$ cat src/rtl/ysyx_23060184_lsu_pkg.sv
// Shared LSU definitions: FSM state encoding, Funct3 load/store codes, bus response
// codes and store-lane helpers. Also provides the default `DATA_WIDTH.
`ifndef DATA_WIDTH
`define DATA_WIDTH 32
`endif

package ysyx_23060184_lsu_pkg;

  typedef enum logic [2:0] {
    IDLE  = 3'd0,
    RADDR = 3'd1,
    RDATA = 3'd2,
    WREQ  = 3'd3,
    WRESP = 3'd4,
    DONE  = 3'd5
  } lsu_state_e;

  localparam logic [2:0] F3_LB  = 3'b000;
  localparam logic [2:0] F3_LH  = 3'b001;
  localparam logic [2:0] F3_LW  = 3'b010;
  localparam logic [2:0] F3_LBU = 3'b100;
  localparam logic [2:0] F3_LHU = 3'b101;
  localparam logic [2:0] F3_SB  = 3'b000;
  localparam logic [2:0] F3_SH  = 3'b001;
  localparam logic [2:0] F3_SW  = 3'b010;

  localparam logic [1:0] RESP_OKAY = 2'b00;

  typedef struct packed {
    logic [3:0]  strb;
    logic [31:0] data;
  } store_lane_t;

  // Narrow stores replicate their data across every lane so the strobe alone
  // selects the destination bytes.
  function automatic store_lane_t store_lanes(input logic [2:0]  funct3,
                                              input logic [1:0]  offset,
                                              input logic [31:0] wdata);
    store_lane_t lane;
    lane.strb = 4'b0000;
    lane.data = wdata;
    case (funct3)
      F3_SB: begin
        lane.strb = 4'b0001 << offset;
        lane.data = {4{wdata[7:0]}};
      end
      F3_SH: begin
        lane.strb = 4'b0011 << {offset[1], 1'b0};
        lane.data = {2{wdata[15:0]}};
      end
      F3_SW:   lane.strb = 4'b1111;
      default: lane.strb = 4'b0000;
    endcase
    return lane;
  endfunction

  function automatic logic is_misaligned(input logic       is_load,
                                         input logic [2:0] funct3,
                                         input logic [1:0] offset);
    logic half;
    logic word;
    half = (funct3 == F3_LH) || (is_load && (funct3 == F3_LHU));
    word = (funct3 == F3_LW);
    return (half && offset[0]) || (word && (offset != 2'b00));
  endfunction

endpackage

$ cat src/rtl/ysyx_23060184_lsu_if.sv
// Memory-side bus of the LSU: independent read (ar/r) and write (aw/w/b) channels.
interface ysyx_23060184_lsu_if #(
  parameter int ADDR_W = 32
) ();

  logic [ADDR_W-1:0] araddr;
  logic              arvalid;
  logic              arready;
  logic [31:0]       rdata;
  logic [1:0]        rresp;
  logic              rvalid;
  logic              rready;

  logic [ADDR_W-1:0] awaddr;
  logic              awvalid;
  logic              awready;
  logic [31:0]       wdata;
  logic [3:0]        wstrb;
  logic              wvalid;
  logic              wready;
  logic [1:0]        bresp;
  logic              bvalid;
  logic              bready;

  modport master (
    output araddr, arvalid, rready,
    input  arready, rdata, rresp, rvalid,
    output awaddr, awvalid, wdata, wstrb, wvalid, bready,
    input  awready, wready, bresp, bvalid
  );

  modport slave (
    input  araddr, arvalid, rready,
    output arready, rdata, rresp, rvalid,
    input  awaddr, awvalid, wdata, wstrb, wvalid, bready,
    output awready, wready, bresp, bvalid
  );

endinterface

$ cat src/rtl/ysyx_23060184_LoadExt.sv
// Load extraction: picks the byte/halfword addressed by the low address bits from
// the returned bus word and sign- or zero-extends it according to Funct3.
`ifndef DATA_WIDTH
`define DATA_WIDTH 32
`endif

module ysyx_23060184_LoadExt
  import ysyx_23060184_lsu_pkg::*;
(
  input  logic [2:0]             funct3_i,
  input  logic [1:0]             offset_i,
  input  logic [31:0]            rdata_i,
  output logic [`DATA_WIDTH-1:0] data_o
);

  logic [7:0]  byte_sel;
  logic [15:0] half_sel;

  always_comb begin
    case (offset_i)
      2'd0:    byte_sel = rdata_i[7:0];
      2'd1:    byte_sel = rdata_i[15:8];
      2'd2:    byte_sel = rdata_i[23:16];
      default: byte_sel = rdata_i[31:24];
    endcase
    half_sel = offset_i[1] ? rdata_i[31:16] : rdata_i[15:0];
  end

  always_comb begin
    // NOTE: the default assignment ahead of the case keeps every path driven, so
    // unlisted Funct3 codes read as zero instead of inferring a latch.
    data_o = '0;
    case (funct3_i)
      F3_LB:   data_o = `DATA_WIDTH'($signed(byte_sel));
      F3_LBU:  data_o = `DATA_WIDTH'(byte_sel);
      F3_LH:   data_o = `DATA_WIDTH'($signed(half_sel));
      F3_LHU:  data_o = `DATA_WIDTH'(half_sel);
      F3_LW:   data_o = `DATA_WIDTH'($signed(rdata_i));
      default: data_o = '0;
    endcase
  end

endmodule

$ cat src/rtl/ysyx_23060184_lsu.sv
// Load/store unit: accepts one request at a time, runs it on the ar/r or aw/w/b bus
// and holds the extended result until taken. Optional YSYX_23060184_LSU_MISALIGN_CHECK_EN.
`ifndef DATA_WIDTH
`define DATA_WIDTH 32
`endif

module ysyx_23060184_lsu
  import ysyx_23060184_lsu_pkg::*;
#(
  parameter int ADDR_W = 32
) (
  input  logic                   clk,
  input  logic                   rst,

  input  logic                   in_valid,
  output logic                   in_ready,
  input  logic                   MemRead,
  input  logic                   MemWrite,
  input  logic [2:0]             Funct3,
  input  logic [ADDR_W-1:0]      Addr,
  input  logic [`DATA_WIDTH-1:0] WData,

  output logic                   out_valid,
  input  logic                   out_ready,
  output logic [`DATA_WIDTH-1:0] ReadData,
  output logic                   LsuErr,

  ysyx_23060184_lsu_if.master    bus
);

  lsu_state_e             state_q;
  logic [ADDR_W-1:0]      addr_q;
  logic [2:0]             funct3_q;
  logic [31:0]            wdata_q;
  logic [3:0]             wstrb_q;
  logic                   arvalid_q;
  logic                   rready_q;
  logic                   awvalid_q;
  logic                   wvalid_q;
  logic                   bready_q;
  logic                   out_valid_q;
  logic [`DATA_WIDTH-1:0] read_data_q;
  logic                   err_q;

  store_lane_t            lane_d;
  logic [`DATA_WIDTH-1:0] load_ext_d;
  logic                   misalign_d;
  logic                   aw_done_d;
  logic                   w_done_d;

  assign lane_d = store_lanes(Funct3, Addr[1:0], WData[31:0]);

`ifdef YSYX_23060184_LSU_MISALIGN_CHECK_EN
  assign misalign_d = (MemRead || MemWrite) && is_misaligned(MemRead, Funct3, Addr[1:0]);
`else
  assign misalign_d = 1'b0;
`endif

  // Each write channel counts as finished once its valid has already dropped or
  // is being accepted this cycle, so same-cycle completion moves straight on.
  assign aw_done_d = !awvalid_q || bus.awready;
  assign w_done_d  = !wvalid_q  || bus.wready;

  ysyx_23060184_LoadExt u_load_ext (
    .funct3_i (funct3_q),
    .offset_i (addr_q[1:0]),
    .rdata_i  (bus.rdata),
    .data_o   (load_ext_d)
  );

  // NOTE: every register here uses non-blocking assignment so all of them update
  // together from values sampled before the edge, whatever the statement order.
  always_ff @(posedge clk) begin
    if (rst) begin
      state_q     <= IDLE;
      arvalid_q   <= 1'b0;
      rready_q    <= 1'b0;
      awvalid_q   <= 1'b0;
      wvalid_q    <= 1'b0;
      bready_q    <= 1'b0;
      out_valid_q <= 1'b0;
      read_data_q <= '0;
      err_q       <= 1'b0;
      wstrb_q     <= 4'b0000;
      // NOTE: addr_q, funct3_q and wdata_q are payload registers that are always
      // loaded on acceptance before use, so they are deliberately left unreset.
    end else begin
      case (state_q)
        IDLE: begin
          if (in_valid) begin
            addr_q   <= Addr;
            funct3_q <= Funct3;
            wdata_q  <= lane_d.data;
            wstrb_q  <= 4'b0000;
            if (misalign_d) begin
              state_q     <= DONE;
              out_valid_q <= 1'b1;
              read_data_q <= '0;
              err_q       <= 1'b1;
            end else if (MemRead) begin
              state_q   <= RADDR;
              arvalid_q <= 1'b1;
            end else if (MemWrite) begin
              state_q   <= WREQ;
              awvalid_q <= 1'b1;
              wvalid_q  <= 1'b1;
              wstrb_q   <= lane_d.strb;
            end else begin
              state_q     <= DONE;
              out_valid_q <= 1'b1;
              read_data_q <= '0;
              err_q       <= 1'b0;
            end
          end
        end

        RADDR: begin
          if (bus.arready) begin
            arvalid_q <= 1'b0;
            rready_q  <= 1'b1;
            state_q   <= RDATA;
          end
        end

        RDATA: begin
          if (bus.rvalid) begin
            rready_q    <= 1'b0;
            read_data_q <= load_ext_d;
            err_q       <= (bus.rresp != RESP_OKAY);
            out_valid_q <= 1'b1;
            state_q     <= DONE;
          end
        end

        WREQ: begin
          if (bus.awready) awvalid_q <= 1'b0;
          if (bus.wready)  wvalid_q  <= 1'b0;
          if (aw_done_d && w_done_d) begin
            bready_q <= 1'b1;
            state_q  <= WRESP;
          end
        end

        WRESP: begin
          if (bus.bvalid) begin
            bready_q    <= 1'b0;
            read_data_q <= '0;
            err_q       <= (bus.bresp != RESP_OKAY);
            out_valid_q <= 1'b1;
            state_q     <= DONE;
          end
        end

        DONE: begin
          if (out_ready) begin
            out_valid_q <= 1'b0;
            state_q     <= IDLE;
          end
        end

        default: state_q <= IDLE;
      endcase
    end
  end

  assign in_ready    = (state_q == IDLE);
  assign out_valid   = out_valid_q;
  assign ReadData    = read_data_q;
  assign LsuErr      = err_q;

  assign bus.araddr  = {addr_q[ADDR_W-1:2], 2'b00};
  assign bus.arvalid = arvalid_q;
  assign bus.rready  = rready_q;
  assign bus.awaddr  = {addr_q[ADDR_W-1:2], 2'b00};
  assign bus.awvalid = awvalid_q;
  assign bus.wdata   = wdata_q;
  assign bus.wstrb   = wstrb_q;
  assign bus.wvalid  = wvalid_q;
  assign bus.bready  = bready_q;

endmodule

$ cat src/flat_wrapper.sv
// flat-port wrapper written by rule: the top's interface ports become plain ports
module ysyx_23060184_lsu_flat import ysyx_23060184_lsu_pkg::*;
#(
  parameter int ADDR_W = 32
)
  (clk, rst, in_valid, in_ready, MemRead, MemWrite, Funct3, Addr, WData, out_valid, out_ready, ReadData, LsuErr, bus_araddr, bus_arvalid, bus_rready, bus_arready, bus_rdata, bus_rresp, bus_rvalid, bus_awaddr, bus_awvalid, bus_wdata, bus_wstrb, bus_wvalid, bus_bready, bus_awready, bus_wready, bus_bresp, bus_bvalid);
  ysyx_23060184_lsu_if #(.ADDR_W(ADDR_W)) bus_i ();
  input  logic clk;
  input  logic rst;
  input  logic in_valid;
  output logic in_ready;
  input  logic MemRead;
  input  logic MemWrite;
  input  logic [2:0] Funct3;
  input  logic [ADDR_W-1:0] Addr;
  input  logic [`DATA_WIDTH-1:0] WData;
  output logic out_valid;
  input  logic out_ready;
  output logic [`DATA_WIDTH-1:0] ReadData;
  output logic LsuErr;
  output wire logic [$bits(bus_i.araddr)-1:0] bus_araddr;
  output wire logic [$bits(bus_i.arvalid)-1:0] bus_arvalid;
  output wire logic [$bits(bus_i.rready)-1:0] bus_rready;
  input wire logic [$bits(bus_i.arready)-1:0] bus_arready;
  input wire logic [$bits(bus_i.rdata)-1:0] bus_rdata;
  input wire logic [$bits(bus_i.rresp)-1:0] bus_rresp;
  input wire logic [$bits(bus_i.rvalid)-1:0] bus_rvalid;
  output wire logic [$bits(bus_i.awaddr)-1:0] bus_awaddr;
  output wire logic [$bits(bus_i.awvalid)-1:0] bus_awvalid;
  output wire logic [$bits(bus_i.wdata)-1:0] bus_wdata;
  output wire logic [$bits(bus_i.wstrb)-1:0] bus_wstrb;
  output wire logic [$bits(bus_i.wvalid)-1:0] bus_wvalid;
  output wire logic [$bits(bus_i.bready)-1:0] bus_bready;
  input wire logic [$bits(bus_i.awready)-1:0] bus_awready;
  input wire logic [$bits(bus_i.wready)-1:0] bus_wready;
  input wire logic [$bits(bus_i.bresp)-1:0] bus_bresp;
  input wire logic [$bits(bus_i.bvalid)-1:0] bus_bvalid;
  assign bus_araddr = bus_i.araddr;
  assign bus_arvalid = bus_i.arvalid;
  assign bus_rready = bus_i.rready;
  assign bus_i.arready = bus_arready;
  assign bus_i.rdata = bus_rdata;
  assign bus_i.rresp = bus_rresp;
  assign bus_i.rvalid = bus_rvalid;
  assign bus_awaddr = bus_i.awaddr;
  assign bus_awvalid = bus_i.awvalid;
  assign bus_wdata = bus_i.wdata;
  assign bus_wstrb = bus_i.wstrb;
  assign bus_wvalid = bus_i.wvalid;
  assign bus_bready = bus_i.bready;
  assign bus_i.awready = bus_awready;
  assign bus_i.wready = bus_wready;
  assign bus_i.bresp = bus_bresp;
  assign bus_i.bvalid = bus_bvalid;
  ysyx_23060184_lsu #(.ADDR_W(ADDR_W)) u_core (.clk(clk), .rst(rst), .in_valid(in_valid), .in_ready(in_ready), .MemRead(MemRead), .MemWrite(MemWrite), .Funct3(Funct3), .Addr(Addr), .WData(WData), .out_valid(out_valid), .out_ready(out_ready), .ReadData(ReadData), .LsuErr(LsuErr), .bus(bus_i));
endmodule
$ cat config.mk
export PLATFORM = sky130hd
export DESIGN_NAME = ysyx_23060184_lsu_flat
export DESIGN_NICKNAME = d
export VERILOG_FILES = /design/src/rtl/ysyx_23060184_lsu_pkg.sv /design/src/rtl/ysyx_23060184_lsu_if.sv /design/src/rtl/ysyx_23060184_LoadExt.sv /design/src/rtl/ysyx_23060184_lsu.sv /design/src/flat_wrapper.sv
export SDC_FILE = /design/constraint.sdc
export NUM_CORES = 1
export LEC_CHECK = 0
export CAP_MARGIN = 20
export CORE_ASPECT_RATIO = 1.4
export CORE_UTILIZATION = 39
export CTS_CLUSTER_SIZE = 25
export DETAILED_ROUTE_END_ITERATION = 16
export GPL_TIMING_DRIVEN = 1
export PLACE_DENSITY = 0.77
export SYNTH_ARGS = -nofsm -noshare
export SYNTH_HDL_FRONTEND = slang
export SYNTH_HIERARCHICAL = 1
export SYNTH_SLANG_ARGS = --single-unit
$ cat constraint.sdc
create_clock -name clk -period 4.7 [get_ports clk]
set_input_delay 0.705 -clock clk [delete_from_list [all_inputs] [get_ports clk]]
set_output_delay 0.705 -clock clk [all_outputs]
set_load 0.01 [all_outputs]
==> results.md <==
* Status: complete, no violations
* Maximum fanout along the worst path at 67
* Initial antenna violation count at 0
* Final net count at between 800 and 900
* Worst Max-Slew Pin Slew at around 990 ps
* Post-DP HPWL at between 10000 and 15000 um
* Drt first pass iters at 4
* Worst min-delay path class: reg2reg
* Hold EP: u_core/ReadData[21]$_SDFFE_PP0P_
* Row Count at 53
* DP Area at between 0.008 and 0.009 mm2
* Endpoints failing setup at 0
* Slew Limit Fails at 0
* Proportion of layout cells with a drive suffix above 1 at between 10% and 20%
* Residual DRC at 0
* Mean routed wirelength per cell at 17.94 um
* Worst-Skew Late Latency at between 400 and 500 ps
* Most used DFF post-synth: edfxtp_1
* Core ar. at 0.01512 mm2
* Layout Skew at roughly 9.8 ps
* Min Tclk post-route at roughly 2600 ps
* Slew HR at ~34%
* Synth area leader: edfxtp_1
* Deepest clock path buffer count at 2
* # clock sinks at ~110
* RR Startpoint: u_core/funct3_q[1]$_DFFE_PP_
* FF-to-FF End: u_core/ReadData[22]$_SDFFE_PP0P_
* Die Span Y at about 150 um
* I/O Pins at 254
* Vias in the first global route at between 4000 and 5000
* Max Cap Viol at 0
* Area Overhead vs Synth at 45.97%
* CP startpoint kind: input pin
* Final design area excluding fillers at between 0.008 and 0.009 mm2
* Synth top area cells: edfxtp_1 (33%), dfxtp_1 (15%), mux2i_1 (9.7%)
* Worst Min Path Start: u_core/ReadData[21]$_SDFFE_PP0P_
* Reg2Reg Depth at 5
* Final setup TNS at 0 ps
* Setup CP Type: in2reg
* RSZ-0062 raised after global routing: no
* Final Non-Filler Cells at about 940
* Cts hold-fix bufs at 0
* Worst-path cell chain: clkdlybuf4s50_1 -> or4b_4 -> nor2_4 -> buf_4
* Fin util at between 50% and 60%
* Hold depth at 2
* Synthesized instance count at between 500 and 600
* Number of synthesized flops with an enable pin at 67
* CP Capture Type: flip-flop
* Post-CTS Setup Repair Bufs at 0
* CP arrival at ~2700 ps
* CP max stage cell: buf_4
* Final-report hold violation count at 0
* CTS root buffer: clkbuf_16
* Number of buffers created by CTS at 17
* Starting Density at between 40% and 50%
* Placed Cells at 903
* DRT iter0 DRCs at 164
* VDD IR max at around 0.00025 V
* CP top delay family: buffers and inverters
* Flop-to-flop setup slack at roughly 2200 ps
* Die width at ~110 um
* Mapped Area at around 0.006 mm2
* H-tree lvl count at 4
* Count leader, synth: buf_4
* CTS tree: built
* Global-route wire length before repair at 25360 um
* Seq cells post-synth at 113
* CP Buf/Inv Count at 2
* Congestion Overflow GR at 0
* P_leak at roughly 0.0033 uW
* IO Port Bufs at ~250
* Worst EP required at 4720 ps
* Routability cong. at 0.8442
* Synth warnings at 6
* Final WL at 16810 um
* Sequential-to-total area share from yosys stat at 48.12%
* Post-DRT Antenna Nets at 0
* PD cells at just over 400 mW/mm2
* Die area at about 0.016 mm2
* Vias per cell at around 5
* Largest net degree at the start of global routing at about 70
* Library cells used by synthesis at between 50 and 60
* Post-CTS Resized at 0
* Post-synth ARST share at 0%
* Largest stage delay, worst path at about 650 ps
* Final Cycle Share at about 56%
* N_diodes at 0
* CTS clock-pin slew for the worst setup and hold paths at around 50 ps
* Synth top area share at between 30% and 40%
* Total GRT Usage at 20.70%
* Syn_area_per_cell at around 11 um2
* Commonest cells in the netlist: buf_4 (69), edfxtp_1 (67), mux2i_1 (59), nand2_1 (50), dfxtp_1 (46)
* Fmax at roughly 0.38 GHz
* Vias at 4808
sequential cells by signal, summed over array words and instances, names as in the netlist:
name	cells
u_core/bus.arvalid	1
u_core/bus.wdata	32
u_core/funct3_q	3
u_core/out_valid	1
u_core/LsuErr	1
u_core/bus.wstrb	4
u_core/bus.wvalid	1
u_core/bus.rready	1
u_core/bus.awvalid	1
u_core/addr_q	32
u_core/ReadData	32
u_core/state_q	3
u_core/bus.bready	1
worst max-delay path by stage:
stage               cells after the start  slack, ps  startpoint                          end
floorplan                               3         90    in_valid   u_core/addr_q[0]$_DFFE_PP_
global placement                        4       1710    in_valid   u_core/addr_q[5]$_DFFE_PP_
detailed placement                      4       1670    in_valid   u_core/addr_q[8]$_DFFE_PP_
CTS                                     4       2080    in_valid  u_core/addr_q[17]$_DFFE_PP_
global route                            4       1970    in_valid  u_core/addr_q[21]$_DFFE_PP_
finish                                  4       2070    in_valid  u_core/addr_q[31]$_DFFE_PP_
power by group:
group          internal, uW  switching (uW)  total, uW  leakage, uW
Sequential             1180            99.3       1280     0.000990
Combinational           491             457        948      0.00201
Clock                   949             479       1430     0.000324
per-layer routing:
| metal | wire (um) | vias up | part of all wire (%) | global-route usage, % |
|---|---|---|---|---|
| met5 | 0 | - | 0 | 0 |
| met4 | 535 | 0 | 3.2 | 9.726 |
| met3 | 1134 | 32 | 6.7 | 6.794 |
| met2 | 8820 | 174 | 52 | 35.32 |
| met1 | 6315 | 2300 | 38 | 23.11 |
| li1 | - | 2302 | - | - |
layout make-up:
| class | instances | area, um2 |
|---|---|---|
| fillers | 1286 | 6223 |
| flip-flops and latches | 113 | 2933 |
| repair buffers | 256 | 2572 |
| multi-input cells | 337 | 2466 |
| clock buffers | 17 | 425.4 |
| well taps | 192 | 240.2 |
| clock inverters | 15 | 232.7 |
| inverters | 7 | 26.28 |
worst min-delay path: cells and delay by family, from the launching register on:
kind             cells  cell delay (ps)
flip-flops           1              300
multiplexers         1               60
AND/OR/NAND/NOR      1               60
metrics by stage:
stage	worst slack [ps]	power (uW)	hold slack, ps
final	2066	3654	471.0
after global routing	1974	3802	496.5
after CTS	2081	3679	476.9
after detailed placement	1667	2238	455.5
after global placement	1708	2208	456.8
after floorplan	88.62	1904	476.1
layout by cell type (no fill, tap or decap), drive strengths merged, types with 17 or more instances in the layout:
cell type | Yosys | layout
clkdlybuf4s50 | 0 | 249
edfxtp | 67 | 67
a21oi | 18 | 18
dfxtp | 46 | 46
mux2i | 59 | 59
mux2 | 21 | 21
clkbuf | 14 | 17
o211ai | 18 | 18
nor2 | 30 | 30
nand2b | 44 | 44
nand3 | 20 | 20
nand2 | 51 | 51
cell families (layout without fill, tap and decap cells):
group                  count (synthesis)  in the layout  share of synthesized area [%]
DFF                                  113            113                          48.12
muxes                                 83             83                          14.86
other                                  1              4                        0.06153
and+or+nand+nor                      167            167                          14.06
AOI/OAI and AO/OA                     83             83                          10.94
buffers and inverters                109            295                          11.95
Power figures use the tool's default switching activity.
